<file path="src/rtl/playlist_sequencer.sv">
// playlist_sequencer: play/pause/next/prev/repeat-mode controller that drives the
// song reader and note player (play, reset_play, song).
// Optional feature: define PLAYLIST_SHUFFLE_EN to add the SHUFFLE mode (mode 3)
// and the 8-bit LFSR that picks shuffled songs.
//
// state    | meaning
// ---------+------------------------------------------------------------
// ST_RST   | one-cycle restart pulse to reader/player; song already stable
// ST_PAUSE | playback halted, note position held
// ST_PLAY  | playback running, song_done sampled here only
module playlist_sequencer #(
    parameter int SONG_BITS = 2
) (
    input  logic                 clk,
    input  logic                 reset,
    input  logic                 play_pause,
    input  logic                 next,
    input  logic                 prev,
    input  logic                 mode_btn,
    input  logic                 song_done,
    output logic                 play,
    output logic                 reset_play,
    output logic [SONG_BITS-1:0] song,
    output logic [1:0]           mode
);

    typedef enum logic [1:0] {
        ST_RST   = 2'd0,
        ST_PAUSE = 2'd1,
        ST_PLAY  = 2'd2
    } state_t;

    localparam logic [SONG_BITS-1:0] SONG_LAST = '1;
    localparam logic [SONG_BITS-1:0] SONG_ONE  = SONG_BITS'(1);

    localparam logic [1:0] MODE_NORMAL     = 2'd0;
    localparam logic [1:0] MODE_REPEAT_ALL = 2'd1;
    localparam logic [1:0] MODE_REPEAT_ONE = 2'd2;
`ifdef PLAYLIST_SHUFFLE_EN
    localparam logic [1:0] MODE_SHUFFLE    = 2'd3;
    localparam logic [1:0] MODE_LAST       = 2'd3;
`else
    localparam logic [1:0] MODE_LAST       = 2'd2;
`endif

    state_t               state, state_next;
    logic                 resume, resume_next;
    logic [SONG_BITS-1:0] song_next;
    logic [1:0]           mode_next;
    logic                 play_next, reset_play_next;

    logic [SONG_BITS-1:0] song_inc, song_dec;
    // song chosen by a forward skip (next, or song_done in the skipping modes)
    logic [SONG_BITS-1:0] skip_pick;

    assign song_inc = song + SONG_ONE;
    assign song_dec = song - SONG_ONE;

`ifdef PLAYLIST_SHUFFLE_EN
    logic [7:0]           lfsr;
    logic                 lfsr_fb;
    logic [SONG_BITS-1:0] shuffle_cand;
    logic [SONG_BITS-1:0] shuffle_pick;

    // taps for x^8 + x^6 + x^5 + x^4 + 1
    assign lfsr_fb      = lfsr[7] ^ lfsr[5] ^ lfsr[4] ^ lfsr[3];
    assign shuffle_cand = lfsr[SONG_BITS-1:0];
    // bump a candidate that matches the current song so a shuffle always moves
    assign shuffle_pick = (shuffle_cand == song) ? shuffle_cand + SONG_ONE : shuffle_cand;
    assign skip_pick    = (mode == MODE_SHUFFLE) ? shuffle_pick : song_inc;

    // free-running shuffle source, restarted from a fixed seed on reset
    always_ff @(posedge clk) begin
        if (reset) begin
            lfsr <= 8'hA5;
        end else begin
            lfsr <= {lfsr[6:0], lfsr_fb};
        end
    end
`else
    assign skip_pick = song_inc;
`endif

    // repeat-mode button runs independently of the playback FSM
    always_comb begin
        mode_next = mode;
        if (mode_btn) begin
            mode_next = (mode == MODE_LAST) ? 2'd0 : mode + 2'd1;
        end
    end

    // next-state, next-song and resume decision; song_done > next > prev > play_pause
    always_comb begin
        state_next  = state;
        resume_next = resume;
        song_next   = song;
        case (state)
            ST_RST: begin
                state_next = resume ? ST_PLAY : ST_PAUSE;
            end
            ST_PAUSE: begin
                if (next) begin
                    song_next   = skip_pick;
                    resume_next = 1'b0;
                    state_next  = ST_RST;
                end else if (prev) begin
                    song_next   = song_dec;
                    resume_next = 1'b0;
                    state_next  = ST_RST;
                end else if (play_pause) begin
                    state_next = ST_PLAY;
                end
            end
            ST_PLAY: begin
                if (song_done) begin
                    state_next  = ST_RST;
                    resume_next = 1'b1;
                    case (mode)
                        MODE_NORMAL: begin
                            if (song == SONG_LAST) begin
                                song_next   = '0;
                                resume_next = 1'b0;
                            end else begin
                                song_next = song_inc;
                            end
                        end
                        MODE_REPEAT_ALL: song_next = song_inc;
                        MODE_REPEAT_ONE: song_next = song;
                        default:         song_next = skip_pick;
                    endcase
                end else if (next) begin
                    song_next   = skip_pick;
                    resume_next = 1'b1;
                    state_next  = ST_RST;
                end else if (prev) begin
                    song_next   = song_dec;
                    resume_next = 1'b1;
                    state_next  = ST_RST;
                end else if (play_pause) begin
                    state_next = ST_PAUSE;
                end
            end
            default: begin
                state_next  = ST_RST;
                resume_next = 1'b0;
            end
        endcase
    end

    // outputs are registered, so decode them from the state being entered
    always_comb begin
        play_next       = (state_next == ST_PLAY);
        reset_play_next = (state_next == ST_RST);
    end

    // state and output registers
    always_ff @(posedge clk) begin
        if (reset) begin
            state      <= ST_RST;
            resume     <= 1'b0;
            song       <= '0;
            mode       <= MODE_NORMAL;
            play       <= 1'b0;
            reset_play <= 1'b1;
        end else begin
            state      <= state_next;
            resume     <= resume_next;
            song       <= song_next;
            mode       <= mode_next;
            play       <= play_next;
            reset_play <= reset_play_next;
        end
    end

endmodule
</file>
<file path="config.mk">
export PLATFORM = sky130hd
export DESIGN_NAME = playlist_sequencer
export DESIGN_NICKNAME = d
export VERILOG_FILES = /design/src/rtl/playlist_sequencer.sv
export SDC_FILE = /design/constraint.sdc
export NUM_CORES = 1
export LEC_CHECK = 0
export CORE_MARGIN = 8
export CORE_UTILIZATION = 35
export DETAILED_ROUTE_END_ITERATION = 12
export PLACE_DENSITY = 0.64
export SYNTH_ARGS = -nofsm -noshare
export SYNTH_HDL_FRONTEND = slang
export SYNTH_SLANG_ARGS = --single-unit
</file>
<file path="constraint.sdc">
create_clock -name clk -period 3.2 [get_ports clk]
set_input_delay 0.64 -clock clk [delete_from_list [all_inputs] [get_ports clk]]
set_output_delay 0.64 -clock clk [all_outputs]
set_load 0.02 [all_outputs]
</file>
==> summary.txt, run 1 <==
STA
  – Final Max Slew Viols: 0
  – Clock skew: 0.00496 ns
  – # setup viols final: 0
  – Hold violation total from the final report: 0
  – Peak Freq: 515 MHz
  – Crit share post-route: 0.607
  – TNS Setup: 0 ns
  – Relative slew slack: 0.707
  – Tightest Pin Transition: 0.438 ns
  – Min Tclk post-route: 1.94 ns
  – RSZ-0062 raised after global routing: no

Logic synthesis
  – Async SR Flop Fraction: 0
  – Area share of and/or/nand/nor cells after synthesis: 0.304
  – Seq/Total Area, Yosys: 0.356
  – Post-synthesis compound-gate area fraction: 0.198
  – Commonest cells in the netlist: dfxtp_1 (9), nor2_1 (5), a21oi_1 (3), nand2_1 (3)
  – Cell area after synthesis: 507 um2
  – Yosys cell types: 33
  – Main combinational cell family by area after synthesis: simple AND/OR/NAND/NOR gates
  – Top cell type by total area after synthesis: dfxtp_1
  – Main synth FF type: dfxtp_1
  – #FFs+latches synth: 9
  – Synthesized instance count: 55
  – Adder-Cell Fraction of Synth Area: 0.0247
  – Post-synthesis xor/xnor area fraction: 0.0173
  – Syn_area_per_cell: 9.21 um2
  – Post-synthesis mux area share: 0.0617
  – Number of synthesized flops with an enable pin: 0
  – Top cells by area, synth: dfxtp_1 (36%), mux2i_1 (4.0%), nor2_1 (3.7%), o311ai_2 (3.2%), a21oi_1 (3.0%)
  – Synth warn: 0
  – Top-area cell type share of the netlist area: 0.356
  – Most frequent cell after synthesis: dfxtp_1
  – Post-synth net total: 63

Routing
  – Routed via count: 449
  – Antenna Nets Post-Route: 0
  – Drt initial violations: 15
  – Via/cell ratio: 5.41
  – Drt pass-1 iters: 4
  – DRC viols: 0
  – Drt total wl: 1.05 mm
  – WL/cell: 12.6 um

Pwr
  – Comb pwr share: 0.238
  – Switching pwr: 80.6 uW
  – Leakage: 0.238 nW
  – Int Power: 205 uW
  – Clock share of power: 0.309
  – Pwr Density: 436 nW/um2
  – Pwr Total: 286 uW
  – Switching Share: 0.282
  – Peak supply drop: 0.201 mV
  – Flop pwr share: 0.453

Run
  – Max-cap violations: 0

GRT
  – Number of global-route vias before repair: 458
  – Global-route wire length before repair: 1.91 mm
  – GRT Residual Overflow: 0
  – Largest net degree at the start of global routing: 14
  – Initial antenna violation count: 0
  – GRT Resource Usage Total: 0.0887

Clocking
  – CTS tree: done
  – Postcts setup bufs: 0
  – Clk sink count: 9
  – Clock slew at reported path FFs: 0.06 ns
  – CTS root buf: clkbuf_4
  – CTS buffer count: 3
  – Max Root-Sink Buffers: 2
  – # hold bufs at CTS: 0
  – Latest clock arrival within the worst-skew pair: 0.26 ns
  – CTS H-tree depth: 1
  – Post-CTS Resized: 0

Placed design
  – Hpwl dp: 794 um
  – DP Cell Count: 79
  – RePlAce Congestion: 0.715
  – Placed cell area: 629 um2
  – Port Buffers: 12

Setup path
  – Crit path DAT: 1.30 ns
  – Reg-to-reg slack, setup: 1.77 ns
  – Kind of critical path: flop to output pin
  – Worst path required time: 2.56 ns
  – Critical-path top delay cell: clkdlybuf4s50_1
  – Critical path's top delay family: buffers and inverters
  – Endpoint class of the critical path: output pin
  – Bufs and invs on worst path: 1
  – Max incr delay on CP: 0.63 ns
  – Crit path max fanout: 5
  – Critical Path Start Type: flop
  – Cell chain of the critical path: clkdlybuf4s50_1

Cells and area
  – Non-filler instance count after layout: 83
  – Multi-input logic area: 307 um2
  – Post-Layout Inst Area: 656 um2
  – Diodes inserted: 0
  – Layout area overhead: 29.4%
  – Final nets: 77
  – Filler cell count: 135
  – Layout cell share with drive strength beyond 1: 0.103
  – Register area: 180 um2

Floorplanning
  – Die area: 2920 um2
  – Core Box Area: 1330 um2
  – Die H: 54.1 um
  – Die width: 54.1 um
  – IO Count: 13
  – Initial Util: 0.380
  – Core Rows: 13

Status
  – Status: completed

Min path
  – Min-delay worst type: flop to flop
## cells by family (layout without fill, tap and decap cells)
group,after synthesis,after routing
AND/OR/NAND/NOR,25,25
AO/OA/AOI/OAI,12,12
flip-flops,9,9
buffers and inverters,4,17
multiplexers,3,3
adder cells (fa/ha/maj),1,1
XOR/XNOR,1,1
## layout make-up
type	count	share of cell area
multi-input cells	42	0.468
flip-flops and latches	9	0.275
repair buffers	12	0.183
clock buffers	4	0.0401
well taps	15	0.0286
inverters	1	0.00573
## cells in the final DEF, fill, tap and decap left out, drive strengths merged
master          n
a21oi           3
nand2b          2
nand4b          1
nor4            2
o311ai          1
nand4bb         1
o41ai           1
clkbuf          4
o21bai          1
mux2            1
nand3           1
a311o           1
nand2           3
ha              1
xor2            1
nor2            5
and4bb          1
nand3b          2
nor2b           2
a211oi          1
dfxtp           9
o31a            1
o22ai           1
or3b            1
or3             1
and3b           1
o211a           1
nor3            2
inv             1
o2bb2ai         1
mux2i           2
clkdlybuf4s50  12
## worst paths after layout
| check | cells after the start | to | start |
|---|---|---|---|
| max reg2reg | 4 | song[1]$_SDFFE_PP0P_ | song[0]$_SDFFE_PP0P_ |
| max | 1 | mode[1] | mode[1]$_SDFFE_PP0P_ |
| min | 2 | resume$_SDFFE_PP0P_ | resume$_SDFFE_PP0P_ |
| min reg2reg | 2 | resume$_SDFFE_PP0P_ | resume$_SDFFE_PP0P_ |
## metrics by stage
| stage | setup WS (ns) | hold slack (ns) | util |
|---|---|---|---|
| finish | 1.26 | 0.476 | 0.492 |
| global placement | 1.18 | 0.460 | 0.472 |
| CTS | 1.24 | 0.477 | 0.492 |
| detailed placement | 1.19 | 0.471 | 0.472 |
| floorplan | 1.73 | 0.447 | - |
| global route | 1.18 | 0.496 | 0.492 |
## routing by layer
| metal | wire, um | global-route usage | up-vias |
|---|---|---|---|
| met2 | 453 | 0.135 | 12 |
| li1 | - | - | 233 |
| met3 | 109 | 0.0579 | 0 |
| met1 | 485 | 0.100 | 204 |
| met4 | 0 | 0.0246 | 0 |
| met5 | 0 | 0 | - |
## sequential cells by signal (all words and copies together) (netlist names)
register and flops:
reset_play 1, resume 1, state 2, song 2, play 1, mode 2
## power by group through the flow
stage,combinational (mW),clock (mW),sequential [mW]
6_report,0.0680,0.0883,0.130
5_1_grt,0.0743,0.100,0.132
4_1_cts,0.0686,0.0927,0.130
3_5_place_dp,0.0681,0,0.132
3_3_place_gp,0.0677,0,0.132
2_1_floorplan,0.0350,0,0.137
Note: power is estimated with default switching activity, not from simulation.
==> run 2: changes to the inputs <==
==> constraint.sdc (replaced) <==
create_clock -name clk -period 1.8 [get_ports clk]
set_input_delay 0.36 -clock clk [delete_from_list [all_inputs] [get_ports clk]]
set_output_delay 0.36 -clock clk [all_outputs]
set_load 0.02 [all_outputs]
==> run 2 against run 1 <==
Effect of this change:
- final cell count rose by 2.4%
- global-route usage up 0.26 points
- hold slack about the same
- clock power rose by 74%
- power grew 78%
- sequential power is 78% higher
- sequential share of layout area decreased by 0.62 points
- non-clock buffer count rose by 2
- worst setup slack got worse by 1.1 ns
- critical endpoint is now mode[0]
- routed wire length increased by 5.2%
- critical path depth is the same
- register-to-register slack lost 1.4 ns
==> summary.txt, run 2 (synthesis gave the netlist of run 1 again) <==
Setup path
  – Crit path DAT: 1.29 ns (about the same)
  – Critical path's top delay family: buffers and inverters
  – Kind of critical path: flop to output pin
  – Critical-path top delay cell: clkdlybuf4s50_1
  – Critical Path Start Type: flop
  – Endpoint class of the critical path: output pin
  – Reg2Reg Launch Point: song[0]$_SDFFE_PP0P_
  – Max incr delay on CP: 0.64 ns (about the same)
  – Crit path launch: mode[0]$_SDFFE_PP0P_
  – Crit path max fanout: 6 (+1)
  – Bufs and invs on worst path: 1 (unchanged)
  – Cell chain of the critical path: clkdlybuf4s50_1
  – Worst path required time: 1.44 ns (-1.12 ns)

Routing
  – Via/cell ratio: 5.41 (about the same)
  – DRC viols: 0 (unchanged)
  – Antenna Nets Post-Route: 0 (unchanged)
  – Drt pass-1 iters: 4 (unchanged)
  – Drt total wl: 1.10 mm (+5.2%)
  – WL/cell: 13.0 um (+2.7%)
  – Routed via count: 460 (+2.4%)
  – Drt initial violations: 2 (-13)

Placed design
  – DP Cell Count: 81 (+2.5%)
  – Hpwl dp: 861 um (+8.4%)
  – Port Buffers: 12 (unchanged)
  – RePlAce Congestion: 0.726 (+1.5%)

Cells and area
  – Diodes inserted: 0 (unchanged)
  – Layout cell share with drive strength beyond 1: 0.129 (+0.0256)
  – Layout area overhead: 32.3%
  – Final nets: 79 (+2.6%)
  – Biggest registers after layout: mode: 2 flops, song: 2 flops, state: 2 flops
  – Most common cell after layout, fill and taps aside: clkdlybuf4s50_1
  – Filler cell count: 137 (+1.5%)
  – Most frequent cells in the layout: clkdlybuf4s50_1 (12), dfxtp_1 (9), nor2_1 (5)
  – Non-filler instance count after layout: 85 (+2.4%)

STA
  – Min Tclk post-route: 1.65 ns
  – RSZ-0062 raised after global routing: no
  – Relative slew slack: 0.770 (+0.0634)
  – WHS: 0.476 ns (+0.000246 ns)
  – Tightest Pin Transition: 0.341 ns (-0.0969 ns)
  – Final Max Slew Viols: 0 (unchanged)
  – Clock skew: 0.00354 ns (-0.00142 ns)
  – Hold violation total from the final report: 0 (unchanged)
  – Crit share post-route: 0.917
  – # setup viols final: 0 (unchanged)
  – Peak Freq: 606 MHz
  – TNS Setup: 0 ns (unchanged)

GRT
  – GRT Residual Overflow: 0 (unchanged)
  – Initial antenna violation count: 0 (unchanged)
  – Global-route wire length before repair: 1.91 mm (unchanged)
  – Largest net degree at the start of global routing: 12 (-2)
  – Number of global-route vias before repair: 440 (-3.9%)
  – GRT Resource Usage Total: 0.0913 (+0.00259)

Floorplanning
  – Core Rows: 13 (unchanged)
  – Core Box Area: 1330 um2 (unchanged)
  – IO Count: 13 (unchanged)
  – Die area: 2920 um2 (unchanged)
  – Initial Util: 0.380 (unchanged)
  – Die width: 54.1 um (unchanged)
  – Die H: 54.1 um (unchanged)

Clocking
  – Clk sink count: 9 (unchanged)
  – Max Root-Sink Buffers: 2 (unchanged)
  – Postcts setup bufs: 0 (unchanged)
  – CTS buffer count: 3 (unchanged)
  – CTS root buf: clkbuf_4
  – # hold bufs at CTS: 0 (unchanged)
  – Clock slew at reported path FFs: 0.06 ns (about the same)
  – Latest clock arrival within the worst-skew pair: 0.26 ns (about the same)
  – CTS H-tree depth: 1 (unchanged)
  – Post-CTS Resized: 0 (unchanged)
  – CTS tree: done

Pwr
  – Clock share of power: 0.303 (-0.006)
  – Switching Share: 0.278 (-0.00360)
  – Pwr Density: 759 nW/um2 (+74%)
  – Pwr Total: 509 uW (+78%)
  – Peak supply drop: 0.547 mV (+170%)
  – Flop pwr share: 0.454 (about the same)
  – Int Power: 368 uW (+79%)
  – Comb pwr share: 0.243 (+0.005)
  – Switching pwr: 142 uW (+76%)
  – Leakage: 0.247 nW (+4.0%)

Min path
  – Min-delay worst type: flop to flop
  – Hold Startpoint: resume$_SDFFE_PP0P_

Run
  – Max-cap violations: 0 (unchanged)

Status
  – Status: completed
run 2: cell types whose count changed in the layout (fill, tap and decap cells not counted), sizes merged:
| cell | change |
|---|---|
| buf | +2 |
run 2: cell type report:
class / instances / area [um2] / area share
sequential: 9 / 180 / 0.269
timing repair buffer: 14 / 135 / 0.201
clock buffer: 4 / 26.3 / 0.0392
tap: 15 / 18.8 / 0.0280
multi-input combinational: 42 / 307 / 0.457
inverter: 1 / 3.75 / 0.00560
run 2: path summary, 6_finish.rpt:
check / end / slack [ns] / depth (start not counted)
setup / recovery: mode[0] / 0.15 / 1
hold / removal: resume$_SDFFE_PP0P_ / 0.48 / 2
setup reg to reg: song[1]$_SDFFE_PP0P_ / 0.39 / 4
hold reg to reg: resume$_SDFFE_PP0P_ / 0.48 / 2
run 2: metrics by stage:
step	setup WS, ns	util	instance area, um2
finish	0.150	0.503	671
global placement	0.0672	0.483	644
global route	0.0747	0.503	671
floorplan	0.331	-	507
detailed placement	0.0699	0.483	644
CTS	0.134	0.503	671
run 2: routing by layer:
metal	wire length [um]	global-route usage
met3	80	0.0303
met2	441	0.114
met4	34	0.0943
met5	0	0
met1	546	0.114
run 2: power groups by stage:
| stage | registers (mW) | clock network, mW | logic (mW) |
|---|---|---|---|
| 2_1_floorplan | 0.243 | 0 | 0.0622 |
| 3_3_place_gp | 0.236 | 0 | 0.124 |
| 3_5_place_dp | 0.236 | 0 | 0.125 |
| 4_1_cts | 0.232 | 0.159 | 0.125 |
| 5_1_grt | 0.233 | 0.177 | 0.136 |
| 6_report | 0.231 | 0.154 | 0.124 |
==> run 3: changes to the inputs <==
--- a/config.mk
+++ b/config.mk
@@ -5,10 +5,10 @@
 export SDC_FILE = /design/constraint.sdc
 export NUM_CORES = 1
 export LEC_CHECK = 0
-export CORE_MARGIN = 8
-export CORE_UTILIZATION = 35
+export CORE_AREA = 8 8 45 47
 export DETAILED_ROUTE_END_ITERATION = 12
-export PLACE_DENSITY = 0.64
+export DIE_AREA = 0 0 53 55
+export PLACE_DENSITY = 0.69
 export SYNTH_ARGS = -nofsm -noshare
 export SYNTH_HDL_FRONTEND = slang
 export SYNTH_SLANG_ARGS = --single-unit
==> run 3 against run 2 <==
Effect of this change:
- combinational power about the same
- first-iteration DRC count rose by 100%
- final area up 0.19%
- clock skew fell by 0.0013 ns
- worst setup slack got worse by 0.013 ns
- flip-flop and latch count unchanged
- via count increased by 4.1%
- clock power grew 3%
- critical path depth did not move
- power is 1.1% higher
- core utilization is 1.7 points lower
- critical path type unchanged
- critical endpoint unchanged
- highest routed layer is now met3
==> summary.txt, run 3 (synthesis gave the netlist of run 1 again) <==
STA
  – Clock skew: 0.00224 ns (-0.00129 ns)
  – Final Max Slew Viols: 0 (unchanged)
  – # setup viols final: 0 (unchanged)
  – Crit share post-route: 0.924 (+0.00737)
  – TNS Setup: 0 ns (unchanged)
  – Peak Freq: 601 MHz (-0.80%)
  – Relative slew slack: 0.753 (-0.0177)
  – RSZ-0062 raised after global routing: no
  – Hold violation total from the final report: 0 (unchanged)
  – Tightest Pin Transition: 0.368 ns (+0.0263 ns)
  – Min Tclk post-route: 1.66 ns (+0.0133 ns)

Setup path
  – Crit path max fanout: 6 (unchanged)
  – Cell chain of the critical path: clkdlybuf4s50_1
  – Critical path's top delay family: buffers and inverters
  – Max incr delay on CP: 0.64 ns (about the same)
  – Kind of critical path: flop to output pin
  – Worst path required time: 1.44 ns (about the same)
  – Crit path DAT: 1.30 ns (about the same)
  – Critical-path top delay cell: clkdlybuf4s50_1
  – Critical Path Start Type: flop
  – Bufs and invs on worst path: 1 (unchanged)
  – Endpoint class of the critical path: output pin

Floorplanning
  – Core Box Area: 1380 um2 (+3.8%)
  – Core Rows: 14 (+1)
  – IO Count: 13 (unchanged)
  – Die area: 2920 um2 (-0.22%)
  – Die width: 53 um (-1.9%)
  – Initial Util: 0.366 (-0.0137)
  – Die H: 55 um (+1.8%)

Pwr
  – Switching Share: 0.286 (+0.00793)
  – Pwr Total: 515 uW (+1.1%)
  – Leakage: 0.247 nW (unchanged)
  – Pwr Density: 767 nW/um2 (+0.95%)
  – Flop pwr share: 0.450 (-0.004)
  – Comb pwr share: 0.242 (about the same)
  – Clock share of power: 0.308 (+0.005)
  – Switching pwr: 147 uW (+4.0%)
  – Peak supply drop: 0.513 mV (-6.2%)
  – Int Power: 368 uW (about the same)

Cells and area
  – Most frequent cells in the layout: clkdlybuf4s50_1 (12), dfxtp_1 (9), nor2_1 (5)
  – Post-Layout Inst Area: 672 um2 (+0.19%)
  – Non-filler instance count after layout: 86 (+1.2%)
  – Biggest registers after layout: mode: 2 flops, song: 2 flops, state: 2 flops
  – Final Util: 0.486 (-0.0173)
  – Final nets: 79 (unchanged)
  – Diodes inserted: 0 (unchanged)
  – Layout cell share with drive strength beyond 1: 0.129 (unchanged)
  – Most common cell after layout, fill and taps aside: clkdlybuf4s50_1
  – Layout area overhead: 32.6%

Clocking
  – Postcts setup bufs: 0 (unchanged)
  – # hold bufs at CTS: 0 (unchanged)
  – Clock slew at reported path FFs: 0.06 ns (about the same)
  – CTS tree: done
  – Clk sink count: 9 (unchanged)
  – CTS H-tree depth: 1 (unchanged)
  – Post-CTS Resized: 0 (unchanged)
  – Max Root-Sink Buffers: 2 (unchanged)
  – Latest clock arrival within the worst-skew pair: 0.26 ns (about the same)
  – CTS buffer count: 3 (unchanged)
  – CTS root buf: clkbuf_4

Routing
  – Drt pass-1 iters: 4 (unchanged)
  – DRC viols: 0 (unchanged)
  – Drt total wl: 1.21 mm (+10%)
  – Drt initial violations: 4 (+2)
  – Via/cell ratio: 5.57 (+2.9%)
  – Routed via count: 479 (+4.1%)
  – WL/cell: 14.1 um (+8.8%)
  – Antenna Nets Post-Route: 0 (unchanged)

Placed design
  – Port Buffers: 12 (unchanged)
  – DP Cell Count: 82 (+1.2%)
  – Placed cell area: 646 um2 (+0.19%)
  – RePlAce Congestion: 0.746 (+2.8%)

GRT
  – GRT Residual Overflow: 0 (unchanged)
  – Initial antenna violation count: 0 (unchanged)
  – Global-route wire length before repair: 1.99 mm (+4.3%)
  – Number of global-route vias before repair: 443 (+0.68%)
  – Largest net degree at the start of global routing: 12 (unchanged)
  – GRT Resource Usage Total: 0.0918 (+0.000497)

Min path
  – Min-delay worst type: flop to flop

Run
  – Max-cap violations: 0 (unchanged)

Status
  – Status: completed
## run 3: stage by stage
step,hold WS (ns),setup slack [ns]
6_report,0.473,0.136
4_1_cts,0.483,0.117
3_5_place_dp,0.477,0.0302
2_1_floorplan,0.447,0.331
5_1_grt,0.518,0.0870
3_3_place_gp,0.458,0.0767
## run 3: worst paths after layout
path                                      startpoint                   end  slack [ns]  cells past startpoint
worst max-delay path            mode[0]$_SDFFE_PP0P_               mode[0]        0.14                      1
worst min-delay path             resume$_SDFFE_PP0P_   resume$_SDFFE_PP0P_        0.47                      2
worst max register to register  song[0]$_SDFFE_PP0P_  song[1]$_SDFFE_PP0P_        0.37                      4
worst min register to register   resume$_SDFFE_PP0P_   resume$_SDFFE_PP0P_        0.47                      2
## run 3: routing by layer
layer,vias to the layer above,part of all wire,global-route usage
li1,237,-,-
met1,232,0.46,0.105
met2,10,0.47,0.145
met3,0,0.069,0.0508
met4,0,0,0.0259
met5,-,0,0
## run 3: layout make-up
cell class	instances	area (um2)
clock buffers	4	26.3
fillers	138	712
inverters	1	3.75
multi-input cells	42	307
flip-flops and latches	9	180
well taps	16	20.0
repair buffers	14	135
## run 3: power groups by stage
| stage | combinational, mW | clock (mW) | sequential, mW |
|---|---|---|---|
| after floorplan | 0.0622 | 0 | 0.243 |
| after global placement | 0.123 | 0 | 0.235 |
| after detailed placement | 0.125 | 0 | 0.236 |
| after CTS | 0.126 | 0.166 | 0.231 |
| after global routing | 0.135 | 0.173 | 0.234 |
| final | 0.124 | 0.159 | 0.232 |
## run 3: worst register-to-register path, delay by kind of cell, from the launching register on
kind            cells  cell delay [ns]
flops               1             0.34
fa+ha+maj           1             0.33
simple gates        1             0.35
compound gates      2             0.34
